`src/rtl/pipeline_hazard_ctrl.sv`:
```
// Stall/flush controller for the 5-stage pipeline: resolves mem waits, EX redirects
// and load-use hazards with fixed priority and counts stalled PC cycles.
module pipeline_hazard_ctrl #(
  parameter int REG_ADDR_LEN = 5,
  parameter int FLUSH_CYCLES = 1,
  parameter int CNT_WIDTH    = 16
) (
  input  logic                    clk,
  input  logic                    rst,
  input  logic [REG_ADDR_LEN-1:0] id_rs_addr,
  input  logic [REG_ADDR_LEN-1:0] id_rt_addr,
  input  logic                    id_uses_rs,
  input  logic                    id_uses_rt,
  input  logic                    ex_mem_read,
  input  logic [REG_ADDR_LEN-1:0] ex_rt_addr,
  input  logic                    ex_branch_taken,
  input  logic                    ex_jump,
  input  logic                    mem_req,
  input  logic                    mem_ready,
  output logic                    pc_stall,
  output logic                    if_id_stall,
  output logic                    if_id_flush,
  output logic                    id_ex_stall,
  output logic                    id_ex_flush,
  output logic                    ex_mem_stall,
  output logic                    mem_wb_bubble,
  output logic [1:0]              hazard_state,
  output logic [CNT_WIDTH-1:0]    stall_count
);

  typedef enum logic [1:0] {
    RUN      = 2'd0,
    MEM_WAIT = 2'd1,
    FLUSH    = 2'd2
  } state_t;

  localparam int FC_W = (FLUSH_CYCLES > 1) ? $clog2(FLUSH_CYCLES + 1) : 1;
  localparam logic [FC_W-1:0] FC_RELOAD = FC_W'(FLUSH_CYCLES - 1);
  localparam logic [FC_W-1:0] FC_ONE    = FC_W'(1);

  state_t          state, state_nxt;
  logic [FC_W-1:0] flush_cnt, flush_cnt_nxt;
  logic            mem_wait, redirect, load_use;
  logic            run_rules, mem_term;

  assign mem_wait = mem_req & ~mem_ready;
  assign redirect = ex_branch_taken | ex_jump;
  assign load_use = ex_mem_read & (ex_rt_addr != '0) &
                    ((id_uses_rs & (id_rs_addr == ex_rt_addr)) |
                     (id_uses_rt & (id_rt_addr == ex_rt_addr)));

  always_comb begin
    pc_stall      = 1'b0;
    if_id_stall   = 1'b0;
    if_id_flush   = 1'b0;
    id_ex_stall   = 1'b0;
    id_ex_flush   = 1'b0;
    ex_mem_stall  = 1'b0;
    mem_wb_bubble = 1'b0;
    state_nxt     = state;
    flush_cnt_nxt = flush_cnt;
    run_rules     = 1'b0;
    mem_term      = 1'b0;

    case (state)
      RUN: begin
        run_rules = 1'b1;
        mem_term  = mem_wait;
      end
      MEM_WAIT: begin
        if (!mem_ready) begin
          pc_stall      = 1'b1;
          if_id_stall   = 1'b1;
          id_ex_stall   = 1'b1;
          ex_mem_stall  = 1'b1;
          mem_wb_bubble = 1'b1;
        end else begin
          run_rules = 1'b1;
          state_nxt = RUN;
        end
      end
      FLUSH: begin
        if_id_flush = 1'b1;
        id_ex_flush = 1'b1;
        // ID/EX is being squashed anyway, so it gets the flush rather than a hold.
        if (mem_wait) begin
          pc_stall      = 1'b1;
          if_id_stall   = 1'b1;
          ex_mem_stall  = 1'b1;
          mem_wb_bubble = 1'b1;
        end else begin
          flush_cnt_nxt = flush_cnt - FC_ONE;
          if (flush_cnt <= FC_ONE) state_nxt = RUN;
        end
      end
      default: state_nxt = RUN;
    endcase

    if (run_rules) begin
      if (mem_term) begin
        pc_stall      = 1'b1;
        if_id_stall   = 1'b1;
        id_ex_stall   = 1'b1;
        ex_mem_stall  = 1'b1;
        mem_wb_bubble = 1'b1;
        state_nxt     = MEM_WAIT;
      end else if (redirect) begin
        if_id_flush = 1'b1;
        id_ex_flush = 1'b1;
        if (FLUSH_CYCLES > 1) begin
          state_nxt     = FLUSH;
          flush_cnt_nxt = FC_RELOAD;
        end
      end else if (load_use) begin
        pc_stall    = 1'b1;
        if_id_stall = 1'b1;
        id_ex_flush = 1'b1;
      end
    end

    if (rst) begin
      pc_stall      = 1'b0;
      if_id_stall   = 1'b0;
      if_id_flush   = 1'b0;
      id_ex_stall   = 1'b0;
      id_ex_flush   = 1'b0;
      ex_mem_stall  = 1'b0;
      mem_wb_bubble = 1'b0;
    end
  end

  always_ff @(posedge clk) begin
    if (rst) begin
      state       <= RUN;
      flush_cnt   <= '0;
      stall_count <= '0;
    end else begin
      state     <= state_nxt;
      flush_cnt <= flush_cnt_nxt;
      if (pc_stall && (stall_count != '1)) stall_count <= stall_count + 1'b1;
    end
  end

  assign hazard_state = state;

endmodule
```
`config.mk`:
```
export PLATFORM = sky130hd
export DESIGN_NAME = pipeline_hazard_ctrl
export DESIGN_NICKNAME = d
export VERILOG_FILES = /design/src/rtl/pipeline_hazard_ctrl.sv
export SDC_FILE = /design/constraint.sdc
export NUM_CORES = 1
export LEC_CHECK = 0
export ABC_AREA = 0
export BUFFER_PORTS_ARGS = -buffer_cell sky130_fd_sc_hd__buf_4
export CORE_MARGIN = 2
export CORE_UTILIZATION = 43
export CTS_CLUSTER_DIAMETER = 30
export DETAILED_ROUTE_END_ITERATION = 10
export PLACE_DENSITY = 0.73
export SLEW_MARGIN = 30
export SYNTH_ARGS = -nofsm -noshare
export SYNTH_HDL_FRONTEND = slang
export SYNTH_SLANG_ARGS = --single-unit
```
`constraint.sdc`:
```
create_clock -name clk -period 2.1 [get_ports clk]
set_input_delay 0.315 -clock clk [delete_from_list [all_inputs] [get_ports clk]]
set_output_delay 0.315 -clock clk [all_outputs]
set_load 0.01 [all_outputs]
```
==> reports/qor.log <==
INFO  worst_setup_path worstPathRequired=1.78ns
INFO  power_and_ir_drop power.share.combinational=24.6%
INFO  logic_synthesis asyncSetResetFlopFracSynth=0%
INFO  logic_synthesis synth_flop_cell=sky130_fd_sc_hd__dfxtp_1
INFO  grt            grt_pass1_vias=1398
INFO  floorplanning  design.portCount=49
INFO  sta            timing_hold_violations_final=0
INFO  power_and_ir_drop p_leak=0.000816uW
INFO  route          drc=0
INFO  status         violated_checks=setup timing
INFO  grt            grt_util_all_layers=23.1%
INFO  grt            global_route.overflow_total=0
INFO  grt            grt_first_pass_wirelength=6150um
INFO  sta            finalSetupViolCount=12
INFO  cells_and_area insertedDiodeCount=0
INFO  route          drt_first_iter_violations=58
INFO  grt            antenna_found_initial=0
INFO  cells_and_area finish.cell_count_without_fillers=250
INFO  clocking       clock_tree.htree_level_count=1
INFO  min_path       min_path_type=primary input to flop
INFO  sta            highest_clock_rate=442MHz
INFO  logic_synthesis synth_enable_flop_cells=0
INFO  placed_design  placed_area=0.00174mm^2
INFO  placed_design  buffer_ports.inserted=48
INFO  cells_and_area finalCoreUtilization=73.0%
INFO  floorplanning  full_die_area=0.00336mm^2
INFO  cells_and_area layout.cells.most_common=sky130_fd_sc_hd__buf_4
INFO  cells_and_area area_delta_synth_final=60.7%
INFO  grt            met3_usage=2.01%
INFO  sta            fin_crit_sh=108%
INFO  logic_synthesis synthDominantCellAreaShare=28.7%
INFO  route          route.antenna.remaining_nets=0
INFO  floorplanning  floorplan.initialDensity=45.5%
INFO  sta            post-route-worst-setup-slack=-0.163ns
INFO  grt            grt_util_met2=43.7%
INFO  power_and_ir_drop cellInternalPower=550uW
INFO  sta            max_slew.worst_pin.slew=0.314ns
INFO  sta            finalWorstPathRequiredPeriod=2.26ns
INFO  grt            grt_most_used_layer=met2
INFO  clocking       cts_buffers=3
INFO  floorplanning  placement_rows=19
INFO  placed_design  dp_hpwl=2520um
INFO  floorplanning  die_width=58.0um
INFO  route          routedWlPerCell=14.9um
INFO  grt            use_met1=27.9%
INFO  power_and_ir_drop sequentialPowerShare=46.2%
INFO  logic_synthesis syn_area_per_cell=8.14um^2
INFO  worst_setup_path worst-setup-path-type=flop to output pin
INFO  placed_design  dp.cells=240
INFO  cells_and_area layout_common_cells=sky130_fd_sc_hd__buf_4, sky130_fd_sc_hd__dfxtp_1, sky130_fd_sc_hd__nand2_1
INFO  sta            fin_skew=0.00662ns
INFO  flow_run       maxCapViolations=0
INFO  floorplanning  design.core.area=0.00276mm^2
INFO  power_and_ir_drop power-per-cell-area=373mW/mm^2
INFO  logic_synthesis syn_area=0.00125mm^2
INFO  grt            grt_start_max_net_pins=14
INFO  worst_setup_path setup.worst_path.start_class=flop
INFO  sta            slew_headroom=79.0%
INFO  power_and_ir_drop power.share.clock=29.2%
INFO  clocking       cts.root.buffer_cell=sky130_fd_sc_hd__clkbuf_4
INFO  worst_setup_path endpoint_kind=output pin
INFO  clocking       clock_edge_transition_at_the_registers_on_the_reported_setup_and_hold_paths=0.11ns
INFO  logic_synthesis synth.area.top_cells=sky130_fd_sc_hd__dfxtp_1, sky130_fd_sc_hd__a21oi_1, sky130_fd_sc_hd__xor2_1
INFO  placed_design  gpl.final_weighted_congestion=0.812
INFO  clocking       clk_path_buf_depth=2
INFO  worst_setup_path cp_max_fo=6
INFO  cells_and_area design_area=0.00201mm^2
INFO  logic_synthesis postSynthCellCount=154
INFO  clocking       cts.sink_count=18
INFO  logic_synthesis mappedNetlistNets=183
INFO  logic_synthesis yosys.cell_types.count=44
INFO  cells_and_area fin_nets=249
INFO  route          num_vias=1430
INFO  power_and_ir_drop vdd_drop_max=425uV
INFO  status         run_status=finished with violations
INFO  sta            setup_repair_after_global_routing_missed_its_margin=yes
INFO  floorplanning  die_height=58.0um
INFO  power_and_ir_drop total_switching_power=202uW
INFO  clocking       cts_tree=built
INFO  logic_synthesis synth-seq-area-share=28.7%
INFO  route          detail_route.first_pass.iterations=4
INFO  logic_synthesis synth.ff_latch_count=18
INFO  power_and_ir_drop switching_share=26.8%
INFO  cells_and_area drive_gt1_share=46.1%
INFO  clocking       clk-insertion-delay-late=0.30ns
INFO  route          drt-total-wl=3720um
INFO  worst_setup_path crit_arrival=1.95ns
INFO  sta            finalMaxSlewViolations=0
INFO  logic_synthesis synth_largest_area_cell=sky130_fd_sc_hd__dfxtp_1
INFO  route          viasPerCell=5.72
INFO  logic_synthesis yosysWarnings=0
## what timing repair did
action                                  in CTS  in global routing
endpoints found under the setup margin      12                 22
buffers inserted                             5                  0
cloned                                       1                  0
resized for setup                           23                 13
pin swaps                                   18                  2
hold buffers                                 0                  0
## cell type report
type	count	area, um^2
well taps	31	38.8
repair buffers	69	574
fillers	223	743
clock buffers	4	36.3
inverters	10	50.0
flip-flops and latches	18	365
multi-input cells	118	950
## through the flow
stage,total power (uW),hold WS [ns],TNS [ns],setup WS [ns]
after floorplan,430,0.477,-0.0258,-0.0258
after global placement,505,0.465,-2.46,-0.243
after detailed placement,510,0.480,-3.06,-0.313
after CTS,747,0.357,-2.04,-0.241
after global routing,784,0.375,-2.72,-0.252
final,752,0.365,-1.21,-0.163
## critical path, cell delays in order, from the launching register on
cell                       delay [ns]
sky130_fd_sc_hd__dfxtp_2         0.36
sky130_fd_sc_hd__inv_2           0.06
sky130_fd_sc_hd__ha_4            0.27
sky130_fd_sc_hd__a21o_1          0.11
sky130_fd_sc_hd__a22oi_2         0.04
sky130_fd_sc_hd__or3_4           0.34
sky130_fd_sc_hd__o41a_1          0.16
sky130_fd_sc_hd__buf_12          0.17
sky130_fd_sc_hd__clkinv_8        0.04
sky130_fd_sc_hd__buf_6           0.09
## synth_stat cells, drive strengths merged, types with 2 or more instances
| cell | instances |
|---|---|
| o31ai | 5 |
| dfxtp | 18 |
| or4 | 5 |
| nand3 | 7 |
| a21oi | 14 |
| nor4 | 5 |
| nor3 | 3 |
| buf | 5 |
| xor2 | 8 |
| ha | 5 |
| nor2b | 2 |
| o41ai | 2 |
| or3 | 3 |
| nand4 | 4 |
| clkbuf | 3 |
| nor2 | 9 |
| mux2 | 2 |
| o311ai | 2 |
| o21ai | 8 |
| mux2i | 3 |
| nand2 | 12 |
| and4 | 2 |
| nor3b | 2 |
| inv | 10 |
| xnor2 | 2 |
## routing by layer
| metal | vias to the layer above | routed length [um] |
|---|---|---|
| met2 | 47 | 1900 |
| met1 | 678 | 1570 |
| met4 | 0 | 29 |
| met3 | 4 | 226 |
| met5 | - | 0 |
| li1 | 701 | - |
## flip-flops by register name, summed over array words and instances, names as in the netlist
register	cells
stall_count	16
hazard_state	2
## cells by family after synthesis
kind of cell	Yosys count	share of synthesized area [%]
multiplexers	5	4.19
flip-flops	18	28.7
adder cells (fa/ha/maj)	5	4.99
buffers and inverters	18	7.28
XOR/XNOR	10	6.99
AO/OA/AOI/OAI	38	19.6
AND/OR/NAND/NOR	60	28.2
## worst paths after layout
kind | end | start | slack (ns) | cells past startpoint
min reg2reg | stall_count[6] | stall_count[6] | 0.49 | 2
max | if_id_stall | hazard_state[1] | -0.16 | 9
min | hazard_state[0] | mem_req | 0.36 | 3
max reg2reg | stall_count[10] | hazard_state[1] | -0.15 | 10
## power groups by stage
stage / Clock (uW) / Sequential (uW) / Combinational (uW)
after global placement: 0 / 354 / 150
final: 219 / 347 / 185
after detailed placement: 0 / 355 / 156
after global routing: 234 / 348 / 203
after floorplan: 0 / 356 / 73.3
after CTS: 220 / 347 / 180
Note: power is estimated with default switching activity, not from simulation.
